**src/rtl/rom_scan_ctrl_if.sv**
```systemverilog
// Request, status and ROM bus bundle for rom_scan_ctrl.
// master issues requests and returns ROM data; slave is the controller.
interface rom_scan_ctrl_if #(
  parameter int DIV_W = 16
);
  logic             start;
  logic             stop;
  logic             dir;
  logic             loop;
  logic [DIV_W-1:0] period;
  logic [2:0]       rom_addr;
  logic [7:0]       rom_dout;
  logic [7:0]       pattern;
  logic             pattern_valid;
  logic             busy;
  logic             done;

  modport master (
    output start, stop, dir, loop,
    output period, rom_dout,
    input  rom_addr, pattern,
    input  pattern_valid, busy, done
  );

  modport slave (
    input  start, stop, dir, loop,
    input  period, rom_dout,
    output rom_addr, pattern,
    output pattern_valid, busy, done
  );
endinterface

```
**src/rtl/rom_scan_ctrl.sv**
```systemverilog
// Sweeps an 8x8 synchronous ROM and holds each word for a period.
// ROM_SCAN_PINGPONG_EN selects a bouncing sweep (0..7..0) instead of 0..7.
module rom_scan_ctrl #(
  parameter int DIV_W = 16
) (
  input logic            clk,
  input logic            rst_n,
  rom_scan_ctrl_if.slave bus
);

  typedef enum logic [1:0] {
    IDLE,
    FETCH,
    CAPTURE,
    HOLD
  } state_e;

  state_e           state_q, state_d;
  logic [2:0]       addr_q, addr_d;
  logic [7:0]       pat_q, pat_d;
  logic             pv_q, pv_d;
  logic             done_q, done_d;
  logic             dir_q, dir_d;
  logic [DIV_W-1:0] per_q, per_d;
  logic [DIV_W-1:0] cnt_q, cnt_d;

  logic [2:0] first_a;
  logic [2:0] last_a;
  logic [2:0] fwd_a;
  logic [2:0] adv_a;
  logic [2:0] rest_a;
  logic       end_sweep;

  assign first_a = dir_q ? 3'd7 : 3'd0;
  assign last_a  = ~first_a;
  assign fwd_a   = dir_q ? addr_q - 3'd1
                         : addr_q + 3'd1;

`ifdef ROM_SCAN_PINGPONG_EN
  logic       back_q, back_d;
  logic [2:0] bwd_a;
  logic       turn;

  assign bwd_a     = dir_q ? addr_q + 3'd1
                           : addr_q - 3'd1;
  assign turn      = !back_q && (addr_q == last_a);
  assign end_sweep = back_q && (addr_q == first_a);
  // a looping bounce leaves the start point without revisiting it
  assign rest_a    = fwd_a;
  assign adv_a     = (back_q || turn) ? bwd_a : fwd_a;
`else
  assign end_sweep = (addr_q == last_a);
  assign rest_a    = first_a;
  assign adv_a     = fwd_a;
`endif

  always_comb begin
    state_d = state_q;
    addr_d  = addr_q;
    pat_d   = pat_q;
    pv_d    = 1'b0;
    done_d  = 1'b0;
    dir_d   = dir_q;
    per_d   = per_q;
    cnt_d   = cnt_q;
`ifdef ROM_SCAN_PINGPONG_EN
    back_d  = back_q;
`endif
    unique case (state_q)
      IDLE: begin
        if (bus.start && !bus.stop) begin
          dir_d   = bus.dir;
          per_d   = (bus.period == '0) ? DIV_W'(1)
                                       : bus.period;
          addr_d  = bus.dir ? 3'd7 : 3'd0;
          state_d = FETCH;
`ifdef ROM_SCAN_PINGPONG_EN
          back_d  = 1'b0;
`endif
        end
      end
      FETCH: begin
        state_d = bus.stop ? IDLE : CAPTURE;
      end
      CAPTURE: begin
        if (bus.stop) begin
          state_d = IDLE;
        end else begin
          pat_d   = bus.rom_dout;
          pv_d    = 1'b1;
          cnt_d   = per_q;
          state_d = HOLD;
        end
      end
      HOLD: begin
        if (bus.stop) begin
          state_d = IDLE;
        end else if (cnt_q > DIV_W'(1)) begin
          cnt_d = cnt_q - DIV_W'(1);
        end else if (end_sweep) begin
          if (bus.loop) begin
            addr_d  = rest_a;
            state_d = FETCH;
`ifdef ROM_SCAN_PINGPONG_EN
            back_d  = 1'b0;
`endif
          end else begin
            done_d  = 1'b1;
            state_d = IDLE;
          end
        end else begin
          addr_d  = adv_a;
          state_d = FETCH;
`ifdef ROM_SCAN_PINGPONG_EN
          if (turn) back_d = 1'b1;
`endif
        end
      end
      default: state_d = IDLE;
    endcase
  end

  always_ff @(posedge clk) begin
    if (!rst_n) begin
      state_q <= IDLE;
      addr_q  <= 3'd0;
      pat_q   <= 8'd0;
      pv_q    <= 1'b0;
      done_q  <= 1'b0;
      dir_q   <= 1'b0;
      per_q   <= '0;
      cnt_q   <= '0;
`ifdef ROM_SCAN_PINGPONG_EN
      back_q  <= 1'b0;
`endif
    end else begin
      state_q <= state_d;
      addr_q  <= addr_d;
      pat_q   <= pat_d;
      pv_q    <= pv_d;
      done_q  <= done_d;
      dir_q   <= dir_d;
      per_q   <= per_d;
      cnt_q   <= cnt_d;
`ifdef ROM_SCAN_PINGPONG_EN
      back_q  <= back_d;
`endif
    end
  end

  assign bus.rom_addr      = addr_q;
  assign bus.pattern       = pat_q;
  assign bus.pattern_valid = pv_q;
  assign bus.done          = done_q;
  assign bus.busy          = (state_q != IDLE);

endmodule

```
**src/flat_wrapper.sv**
```systemverilog
// flat-port wrapper written by rule: the top's interface ports become plain ports
module rom_scan_ctrl_flat 
#(
  parameter int DIV_W = 16
)
  (clk, rst_n, bus_start, bus_stop, bus_dir, bus_loop, bus_period, bus_rom_dout, bus_rom_addr, bus_pattern, bus_pattern_valid, bus_busy, bus_done);
  rom_scan_ctrl_if #(.DIV_W(DIV_W)) bus_i ();
  input logic clk;
  input logic rst_n;
  input wire logic [$bits(bus_i.start)-1:0] bus_start;
  input wire logic [$bits(bus_i.stop)-1:0] bus_stop;
  input wire logic [$bits(bus_i.dir)-1:0] bus_dir;
  input wire logic [$bits(bus_i.loop)-1:0] bus_loop;
  input wire logic [$bits(bus_i.period)-1:0] bus_period;
  input wire logic [$bits(bus_i.rom_dout)-1:0] bus_rom_dout;
  output wire logic [$bits(bus_i.rom_addr)-1:0] bus_rom_addr;
  output wire logic [$bits(bus_i.pattern)-1:0] bus_pattern;
  output wire logic [$bits(bus_i.pattern_valid)-1:0] bus_pattern_valid;
  output wire logic [$bits(bus_i.busy)-1:0] bus_busy;
  output wire logic [$bits(bus_i.done)-1:0] bus_done;
  assign bus_i.start = bus_start;
  assign bus_i.stop = bus_stop;
  assign bus_i.dir = bus_dir;
  assign bus_i.loop = bus_loop;
  assign bus_i.period = bus_period;
  assign bus_i.rom_dout = bus_rom_dout;
  assign bus_rom_addr = bus_i.rom_addr;
  assign bus_pattern = bus_i.pattern;
  assign bus_pattern_valid = bus_i.pattern_valid;
  assign bus_busy = bus_i.busy;
  assign bus_done = bus_i.done;
  rom_scan_ctrl #(.DIV_W(DIV_W)) u_core (.clk(clk), .rst_n(rst_n), .bus(bus_i));
endmodule
```
**config.mk**
```make
export PLATFORM = sky130hd
export DESIGN_NAME = rom_scan_ctrl_flat
export DESIGN_NICKNAME = d
export VERILOG_FILES = /design/src/rtl/rom_scan_ctrl_if.sv /design/src/rtl/rom_scan_ctrl.sv /design/src/flat_wrapper.sv
export SDC_FILE = /design/constraint.sdc
export NUM_CORES = 1
export LEC_CHECK = 0
export CORE_MARGIN = 5
export CORE_UTILIZATION = 35
export CTS_CLUSTER_SIZE = 24
export DETAILED_ROUTE_END_ITERATION = 10
export HOLD_SLACK_MARGIN = 0.05
export SYNTH_ARGS = -nofsm -noshare
export SYNTH_HDL_FRONTEND = slang
export SYNTH_SLANG_ARGS = --single-unit
export TNS_END_PERCENT = 50
```
**constraint.sdc**
```tcl
create_clock -name clk -period 4.8 [get_ports clk]
set_input_delay 0.72 -clock clk [delete_from_list [all_inputs] [get_ports clk]]
set_output_delay 0.72 -clock clk [all_outputs]
set_load 0.01 [all_outputs]
```
==> flow_summary_export.csv <==
group,metric,value,unit
floorplanning,core-area,7140,µm²
sta,timing.final.crit_share,58.3,%
pwr,p_sw,233,µW
hold_path,holdPathStages,2,
hold_path,min_from,"u_core.per_q[7]",
cells_and_area,num_antenna_cells,0,
drt,drt_iter0_drc,102,
sta,setup_viol,0,
clock_tree,numCtsBuffers,5,
cells_and_area,fillers,736,
synth,synthFlopType,"dfxtp_1",
synth,synthesis.nets,363,
clock_tree,ctsHoldBuffers,0,
floorplanning,fp-row-count,31,
synth,yosysMostFrequentCell,"nand2_1",
sta,fmax,357,MHz
floorplanning,initial_core_util,35.5,%
clock_tree,cts_tree,"done",
clock_tree,cts_root_buffer,"clkbuf_8",
sta,final_max_slew_viol_count,0,
placed_design,place_area,3030,µm²
sta,relSlewSlack,31.0,%
synth,synth_top_area_share,37.9,%
pwr,pwr-share-clk,31.5,%
worst_setup_path,critPathMaxFanout,32,
sta,hold_viol,0,
worst_setup_path,required,4990,ps
floorplanning,fp.dieW,95.1,µm
placed_design,gp_congestion,0.862,
synth,synthTopCellsByArea,"dfxtp_1, nand2_1, a21oi_1, ha_1, o32ai_1",
cells_and_area,syn_to_final_growth,23.3,%
synth,ys_top_cells_by_count,"nand2_1, a21oi_1, dfxtp_1",
drt,wire_per_inst,13.8,µm
pwr,intPower,583,µW
synth,yosysUniqueCellTypes,53,
sta,period_minus_slack,2800,ps
sta,rsz0062_at_grt,"no",
worst_setup_path,reg2reg_slack,2000,ps
synth,syn_area_per_cell,7.80,µm²
placed_design,place_ws,1810,ps
worst_setup_path,end_kind,"flip-flop",
synth,yosysTopAreaCell,"dfxtp_1",
cells_and_area,drive_above_1_share,6.63,%
clock_tree,cts.repair.resized,0,
pwr,comb_power_share,16.1,%
pwr,sequentialPowerShare,52.3,%
worst_setup_path,critPathArrivalTime,2990,ps
pwr,powerDensity,261,nW/µm²
synth,yosysWarnings,0,
global_routing,grt_pass1_wl,10600,µm
sta,skew,12.7,ps
sta,fin_ws,2000,ps
synth,ys_ff_latch,48,
clock_tree,clock_latency,310,ps
global_routing,grt_max_degree,33,
worst_setup_path,ff2ff_path_depth,6,
clock_tree,cts.sinks,48,
drt,drc,0,
pwr,total_leakage_power,0.00114,µW
drt,ant_nets,0,
clock_tree,cts.htree.levels,2,
worst_setup_path,crit_type,"flip-flop to flip-flop",
drt,wl,6370,µm
hold_path,hp-class,"flip-flop to flip-flop",
job,maxCapViolations,0,
sta,finalSetupTns,0,ps
clock_tree,cts_buffer_depth,2,
worst_setup_path,r2r_start,"u_core.state_q[0]",
hold_path,hold_path_end,"u_core.per_q[7]",
worst_setup_path,start_kind,"flip-flop",
drt,vias_per_cell,5.15,
clock_tree,clkTransAtPathRegs,100,ps
global_routing,gr-total-overflow,0,
cells_and_area,fin_nets,399,
synth,synth_edf_count,0,
cells_and_area,multi_input_comb_area,1450,µm²
synth,syn_inst,325,
pwr,swShare,28.5,%
floorplanning,dieArea,9050,µm²
run_status,status,"finished clean",
synth,yosysSeqAreaShare,37.9,%
synth,syn_area,2540,µm²
floorplanning,die_h,95.1,µm
cells_and_area,seq_area,961,µm²
placed_design,post-dp-hpwl,4550,µm
drt,drtPass1Iterations,4,
synth,synth-async-reset-ratio,0,%
cells_and_area,design_area,3130,µm²
drt,vias,2373,
worst_setup_path,r2r-end,"u_core.cnt_q[6]",
sta,worst_slew_pin_slew,1030,ps
placed_design,io_buffer_count,43,
global_routing,grt_pass1_vias,2207,
global_routing,antenna_found_initial,0,
global_routing,grt_usage,14.6,%
pwr,max-vdd-ir-drop,0.110,mV
clock_tree,postCtsSetupBuffers,0,
floorplanning,io_pins,44,
-- cell type report --
cell class,instances,share of cell area [%]
inverter,13,1.56
sequential,48,30.7
timing repair buffer,46,14.5
clock buffer,5,2.20
multi-input combinational,247,46.3
tap,99,3.96
clock inverter,3,0.800
-- sequential cells by signal (all words and copies together) (netlist names) --
signal / flops
u_core.state_q: 2
u_core.bus.done: 1
u_core.dir_q: 1
u_core.cnt_q: 16
u_core.bus.pattern: 8
u_core.per_q: 16
u_core.bus.rom_addr: 3
u_core.bus.pattern_valid: 1
-- power groups by stage --
stage                     combinational [µW]  sequential [µW]  clock [µW]
after floorplan                         78.9              432           0
after global placement                   132              436           0
after detailed placement                 132              436           0
after CTS                                133              427         266
after global routing                     148              430         280
final                                    132              427         257
-- stage by stage --
stage / instances / hold WS (ps) / util, % / power (µW)
finish: 461 / 457 / 43.8 / 816
global route: 461 / 488 / 43.8 / 857
CTS: 461 / 455 / 43.8 / 825
detailed placement: 453 / 443 / 42.5 / 568
global placement: 453 / 444 / 42.5 / 567
floorplan: 325 / 432 / - / 511
-- layout by cell type, fill, tap and decap left out, types with 3 or more instances in the layout --
cell	instances
a21o_1	4
a21oi_1	51
a31oi_1	3
and3_1	5
buf_4	3
clkbuf_8	5
clkdlybuf4s50_1	43
dfxtp_1	48
ha_1	7
inv_1	13
mux2i_1	4
nand2_1	77
nand2b_1	3
nand3_1	4
nor2_1	15
nor2b_1	5
nor3_1	5
nor4_1	5
o21ai_0	5
o21ai_1	7
o22ai_1	3
o32ai_1	8
-- logic make-up (layout without fill, tap and decap cells) --
logic type / after synthesis / in the layout / share of synthesized area (%)
xor gates and xnor gates: 1 / 1 / 0.345
adders and majority gates: 8 / 8 / 4.24
AOI/OAI and AO/OA: 95 / 95 / 23.5
DFF: 48 / 48 / 37.9
and+or+nand+nor: 139 / 139 / 27.4
muxes: 4 / 4 / 1.58
buffers and inverters: 30 / 67 / 5.03
-- worst max path at each step --
stage	start	to	slack, ps	depth (start not counted)
finish	u_core.state_q[0]	u_core.cnt_q[6]	2000	6
global route	u_core.state_q[0]	u_core.cnt_q[6]	1770	6
CTS	u_core.state_q[0]	u_core.cnt_q[6]	2010	6
detailed placement	rst_n	u_core.cnt_q[4]	1810	6
global placement	rst_n	u_core.cnt_q[4]	1840	6
floorplan	u_core.cnt_q[0]	u_core.cnt_q[12]	2970	7
-- per-layer routing --
layer,vias to the layer above,share of wire (%),routed length (µm),GRT usage (%)
met5,-,0,0,0
met4,0,1.4,92,4.93
met3,8,4.7,300,2.45
met2,54,45,2860,23.4
met1,1091,49,3110,19.8
li1,1220,-,-,-
-- critical path, cell delays in order, from the launching register on --
cell and delay [ps]:
dfxtp_1 410, ha_1 170, buf_4 300, inv_1 420
o311ai_4 1020, or2_1 250, o22ai_1 100
No activity file was read; power rests on OpenSTA's default activity.
